$ cat src/rtl/seven_segment_scanner.sv
// Four-digit seven-segment scanner with blanking, frame-synchronous
// double buffering and optional leading-zero suppression.
module seven_segment_scanner #(
  parameter int REFRESH_DIV = 100000,
  parameter int BLANK_DIV   = 1000
) (
  input  logic        clk,
  input  logic        rst,
  input  logic [15:0] value,
  input  logic        load,
  input  logic        lz_en,
  output logic [3:0]  number,
  output logic [1:0]  anode_selector,
  output logic        frame_done,
  output logic        busy
);

  localparam int CW = $clog2(REFRESH_DIV);

  typedef enum logic {
    ST_BLANK,
    ST_SHOW
  } state_t;

  state_t      r_state;
  state_t      w_state_n;
  logic [CW-1:0] r_cnt;
  logic [CW-1:0] w_cnt_n;
  logic [1:0]  r_idx;
  logic [1:0]  w_idx_n;
  logic [15:0] r_shadow;
  logic [15:0] r_active;
  logic [15:0] w_shadow_n;
  logic [15:0] w_active_n;
  logic        r_busy;
  logic        w_busy_n;
  logic        r_frame_done;
  logic [3:0]  r_number;
  logic [3:0]  w_number_n;
  logic [3:0]  w_digit;
  logic        w_lead;
  logic        w_slot_end;
  logic        w_blank_end;
  logic        w_frame_end;
  logic        w_nz3;
  logic        w_nz2;
  logic        w_nz1;

  assign w_slot_end  = (r_cnt == CW'(REFRESH_DIV - 1));
  assign w_blank_end = (r_cnt == CW'(BLANK_DIV - 1));
  assign w_frame_end = w_slot_end && (r_idx == 2'd3);

  always_comb begin
    w_state_n = r_state;
    unique case (r_state)
      ST_BLANK: if (w_blank_end) w_state_n = ST_SHOW;
      ST_SHOW:  if (w_slot_end)  w_state_n = ST_BLANK;
      default:  w_state_n = ST_BLANK;
    endcase
  end

  always_comb begin
    w_cnt_n = w_slot_end ? '0 : r_cnt + 1'b1;
    w_idx_n = w_slot_end ? r_idx + 2'd1 : r_idx;
  end

  // A load on the boundary edge bypasses the shadow straight to active.
  always_comb begin
    w_shadow_n = load ? value : r_shadow;
    w_active_n = r_active;
    w_busy_n   = r_busy;
    if (w_frame_end) begin
      if (load)        w_active_n = value;
      else if (r_busy) w_active_n = r_shadow;
      w_busy_n = 1'b0;
    end else if (load) begin
      w_busy_n = 1'b1;
    end
  end

  assign w_nz3 = |w_active_n[15:12];
  assign w_nz2 = w_nz3 | (|w_active_n[11:8]);
  assign w_nz1 = w_nz2 | (|w_active_n[7:4]);

  always_comb begin
    w_digit = w_active_n[3:0];
    w_lead  = 1'b0;
    unique case (w_idx_n)
      2'd0: begin
        w_digit = w_active_n[3:0];
        w_lead  = 1'b0;
      end
      2'd1: begin
        w_digit = w_active_n[7:4];
        w_lead  = !w_nz1;
      end
      2'd2: begin
        w_digit = w_active_n[11:8];
        w_lead  = !w_nz2;
      end
      2'd3: begin
        w_digit = w_active_n[15:12];
        w_lead  = !w_nz3;
      end
      default: begin
        w_digit = 4'hF;
        w_lead  = 1'b1;
      end
    endcase
  end

  always_comb begin
    w_number_n = 4'hF;
    if (w_state_n == ST_SHOW && !(lz_en && w_lead)) begin
      w_number_n = w_digit;
    end
  end

  always_ff @(posedge clk) begin
    if (rst) begin
      r_state      <= ST_BLANK;
      r_cnt        <= '0;
      r_idx        <= 2'd0;
      r_shadow     <= 16'h0;
      r_active     <= 16'h0;
      r_busy       <= 1'b0;
      r_frame_done <= 1'b0;
      r_number     <= 4'hF;
    end else begin
      r_state      <= w_state_n;
      r_cnt        <= w_cnt_n;
      r_idx        <= w_idx_n;
      r_shadow     <= w_shadow_n;
      r_active     <= w_active_n;
      r_busy       <= w_busy_n;
      r_frame_done <= w_frame_end;
      r_number     <= w_number_n;
    end
  end

  assign number         = r_number;
  assign anode_selector = r_idx;
  assign frame_done     = r_frame_done;
  assign busy           = r_busy;

endmodule

$ cat config.mk
export PLATFORM = sky130hd
export DESIGN_NAME = seven_segment_scanner
export DESIGN_NICKNAME = d
export VERILOG_FILES = /design/src/rtl/seven_segment_scanner.sv
export SDC_FILE = /design/constraint.sdc
export NUM_CORES = 1
export LEC_CHECK = 0
export CAP_MARGIN = 25
export CORE_MARGIN = 2
export CORE_UTILIZATION = 45
export DETAILED_ROUTE_END_ITERATION = 12
export MAX_ROUTING_LAYER = met4
export PLACE_DENSITY = 0.68
export SYNTH_ARGS = -nofsm -noshare
export SYNTH_HDL_FRONTEND = slang
export SYNTH_SLANG_ARGS = --single-unit
$ cat constraint.sdc
create_clock -name clk -period 2.6 [get_ports clk]
set_input_delay 0.78 -clock clk [delete_from_list [all_inputs] [get_ports clk]]
set_output_delay 0.78 -clock clk [all_outputs]
set_load 0.03 [all_outputs]
==> results.md <==
- The flow ran to the end, and the final reports show no timing, DRC or antenna violations.
- The Yosys step of the flow raised 0 warnings.
- The overall fraction of global-route tracks in use is 23.66%.
- Hold is met by 0.4407 ns.
- The utilization after layout is 61.78%.
- The origin of the worst min-delay path is r_cnt[0]$_SDFF_PP0_.
- The internal power is 0.001541 W.
- The net count after synthesis is 336.
- In this run, placement finished with an instance count of 428.
- The total count of max-transition violations in the final report was 0.
- The number of buffers created by CTS is 9.
- The cell at the root of the clock tree is sky130_fd_sc_hd__clkbuf_8.
- The share of Yosys cell area claimed by the top area cell type is 42.45%.
- TritonCTS built the clock tree.
- The slew of the pin with the lowest slew margin is 0.5083 ns.
- The sum of internal, switching and leakage power is 0.001986 W.
- The summed negative setup slack over all endpoints is 0 ns.
- The total of fill cells in the finished design is 512.
- For this block, the routed nets add up to 7.109 mm of wire.
- The most common cell in the synthesized netlist is sky130_fd_sc_hd__nor2_1.
- For this run, design rule violations remaining after detail routing come to 0.
- The number of detailed-routing iterations run before antenna repair is 5.
- The critical path contains buffers and inverters numbering 2 combined.
- Entering global routing, the biggest net connects 38 pins.
- The clock network latency to the later pin of the worst-skew pair is 0.34 ns.
- Port buffering added 27 buffers.
- The cell count after synthesis is 314.
- For this design the total switching power over the nets is 0.0004448 W.
- In the detailed route, the total length drawn on met2 is 3.117 mm.
- The ratio of cells with drive above 1 in the final layout is 20.27%.
- The worst clock skew on the final layout is 0.01684 ns.
- The tool flagged a number of max-cap violations equal to 0.
- The clock net in this run drives a total of 58 sinks.
- The startpoint of the most critical setup path is load.
- The top layer reached by signal wires is met4.
- The area added between synthesis and finish is 32.94%.
- The count of nets left with antenna violations after detail routing is 0.
- The critical path data arrival time is 2.81 ns.
- STA classifies the critical path endpoint as a register.
- The region available for standard cell placement spans 5886 um2.
- The floorplan step defined a die boundary enclosing 6717 um2.
- The portion of the post-synthesis area used by sequential elements is 42.45%.
- At the worst endpoint, the required time is 2.87 ns.
- Setup violations remaining at the end of the flow were counted as 0.
- Summing every instance area after synthesis gives 2735 um2.
- The cell type with the highest aggregate area in the netlist is sky130_fd_sc_hd__dfxtp_1.
- The number of unique standard cell types used by synthesis is 45.
- The final cell count without fillers is 450.
- The number of nets in the finished design is 392.
- The first global-routing pass estimated 11.65 mm of wire.
- The mean area per synthesized cell is 8.711 um2.
- STA classifies the critical path startpoint as an input pin.
- The share of total power dissipated in sequential elements is 46.3%.
- The kind of cell with the highest combined delay along the critical path is simple AND/OR/NAND/NOR gates.
- Net switching is 22.40% of the power.
- The clock passes through at most 2 buffers.
- The effective utilization at floorplan is 46.47%.
- The wire length on met3 is 434 um.
- The number of storage elements in the synthesis netlist is 58.
- The average wire per standard cell is 15.80 um.
- The smallest clock period supported by the final layout is computed as 2.537 ns.
- In this run the worst path has a maximum fanout of 6.
- Registers take 1164 um2.
- The power density of the placed cells is 546.2 nW/um2.
- The largest single stage delay on the critical path is 0.52 ns.
- The detailed router finished its first iteration with 250 violations.
- Clock-pin slew was measured on the worst setup and hold paths at 0.06 ns.
- 0 antenna diodes ended up in the layout.
- The cell with the largest stage delay on the worst path is sky130_fd_sc_hd__or4_4.
- The class of the worst hold path is register to register.
- In the synthesized netlist the async set-or-reset flop fraction comes to 0%.
- The analysis attributes to cell leakage a power of 1.383 nW.
- The final route contains 2583 vias.
- The die is 81.96 um wide.
- IR analysis of the VDD net gives a maximum drop of 331.2 uV.
- Combinational cells account for 7.6% of the total power.
- The predominant post-synthesis flop cell is sky130_fd_sc_hd__dfxtp_1.
- For this run the aggregate overflow at the end of global routing stands at 0.
- The number of hold violations in the final report is 0.
- The commonest cells after synthesis are sky130_fd_sc_hd__nor2_1 (68), sky130_fd_sc_hd__dfxtp_1 (58), sky130_fd_sc_hd__mux2i_1 (17).
- The number of H-tree branching levels is 3.
- The via count of the first global-routing pass is 2421.
- The launch instance of the worst register-to-register path is r_cnt[8]$_SDFF_PP0_.
- 28 I/O pins were placed.
- Traced cell by cell, the critical path runs through clkdlybuf4s50_1 > inv_1 > or4_4 > o22a_1 > a22o_1 > nor4b_4 > a22oi_2 > o21ai_1.
- The multi-input combinational cells in the finished layout cover a total of 1577 um2.
- In the post-synthesis netlist, the biggest area contributors are sky130_fd_sc_hd__dfxtp_1 (42%), sky130_fd_sc_hd__nor2_1 (9.3%), sky130_fd_sc_hd__mux2i_1 (6.2%), sky130_fd_sc_hd__xor2_1 (3.2%), sky130_fd_sc_hd__o21ai_0 (2.4%).
- The highest achievable clock rate is 394.1 MHz.
- The overall die height is 81.96 um.
- The number of antenna violations at the first check in global routing is 0.
- The synthesized design contains 0 enable-type register cells.
- The detailed router put a total of 3.376 mm of wire on met1.
- The critical path is of the input pin to register type.
- In this run, the clock network consumes 46.1% of the power.
- In the routed layout, each cell is associated on average with a via count of 5.740.
- The initialized floorplan defines 28 standard-cell rows.
- Headroom to the max-slew limit came out at 66.11%.
- The worst path uses 97.59% of the clock period.
- Once detailed placement completed, the half-perimeter wirelength came to 4.633 mm.
- The final RePlAce weighted congestion is 0.8253.
==> area by class of cell <==
type | instances | share of cell area [%]
Timing Repair Buffer | 64 | 15.42
Clock inverter | 5 | 2.134
Sequential cell | 58 | 32.00
Tap cell | 75 | 2.581
Inverter | 6 | 0.6194
Multi-Input combinational cell | 231 | 43.36
Clock buffer | 11 | 3.889
==> metrics by stage <==
step | setup slack [ns] | area, um2
final | 0.06278 | 3636
after global routing | -0.01705 | 3636
after CTS | 0.02180 | 3497
after detailed placement | -0.4203 | 3242
after global placement | -0.3671 | 3242
after floorplan | 0.07712 | 2735
==> state kept, by name (all words and copies together), names as in the netlist <==
name	flops
r_state	1
frame_done	1
anode_selector	2
r_cnt	17
number	4
r_shadow	16
busy	1
r_active	16
==> cell families (layout without fill, tap and decap cells) <==
logic type,Yosys count,after routing,synth area share [%]
buf+inv,26,86,4.391
compound gates,59,59,16.19
mux,18,18,6.633
xor+xnor,17,17,5.444
fa+ha+maj,2,2,0.9148
simple gates,134,135,23.97
flops,58,58,42.45
==> layer usage <==
layer	vias to the layer above	GRT usage, %
met2	91	33.25
met3	18	5.385
met5	-	-
met4	0	10.83
li1	1252	-
met1	1222	32.20
==> path summary, 6_finish.rpt <==
check	end	slack, ns	depth (start not counted)
worst max-delay path	number[0]$_SDFF_PP1_	0.06	8
worst min-delay path	r_cnt[0]$_SDFF_PP0_	0.44	1
worst max register to register	number[0]$_SDFF_PP1_	0.13	9
worst min register to register	r_cnt[0]$_SDFF_PP0_	0.44	1
==> cells in the final DEF (no fill, tap or decap), types with 7 or more instances in the layout <==
cell	count
sky130_fd_sc_hd__clkdlybuf4s50_1	27
sky130_fd_sc_hd__xnor2_1	7
sky130_fd_sc_hd__nor4_1	10
sky130_fd_sc_hd__buf_4	36
sky130_fd_sc_hd__o21ai_0	12
sky130_fd_sc_hd__or3_1	7
sky130_fd_sc_hd__nand2_1	15
sky130_fd_sc_hd__nand3_1	9
sky130_fd_sc_hd__xor2_1	10
sky130_fd_sc_hd__mux2i_1	17
sky130_fd_sc_hd__dfxtp_1	56
sky130_fd_sc_hd__nor2_1	68
sky130_fd_sc_hd__clkbuf_8	10
==> power by group through the flow <==
stage / Combinational [W] / Clock (W) / Sequential [W]
after floorplan: 0.0000762 / 0 / 0.000939
after global placement: 0.000142 / 0 / 0.000938
after detailed placement: 0.000143 / 0 / 0.000939
after CTS: 0.000144 / 0.000937 / 0.000919
after global routing: 0.000165 / 0.000978 / 0.000922
final: 0.000151 / 0.000915 / 0.000920
==> timing repair <==
action | CTS | global route
endpoints found under the setup margin | 4 | 4
pin swaps | 1 | 12
buffers inserted | 0 | 5
hold buffers | 0 | 0
resized for setup | 5 | 15
cloned | 1 | 0
Note: power is estimated with default switching activity, not from simulation.
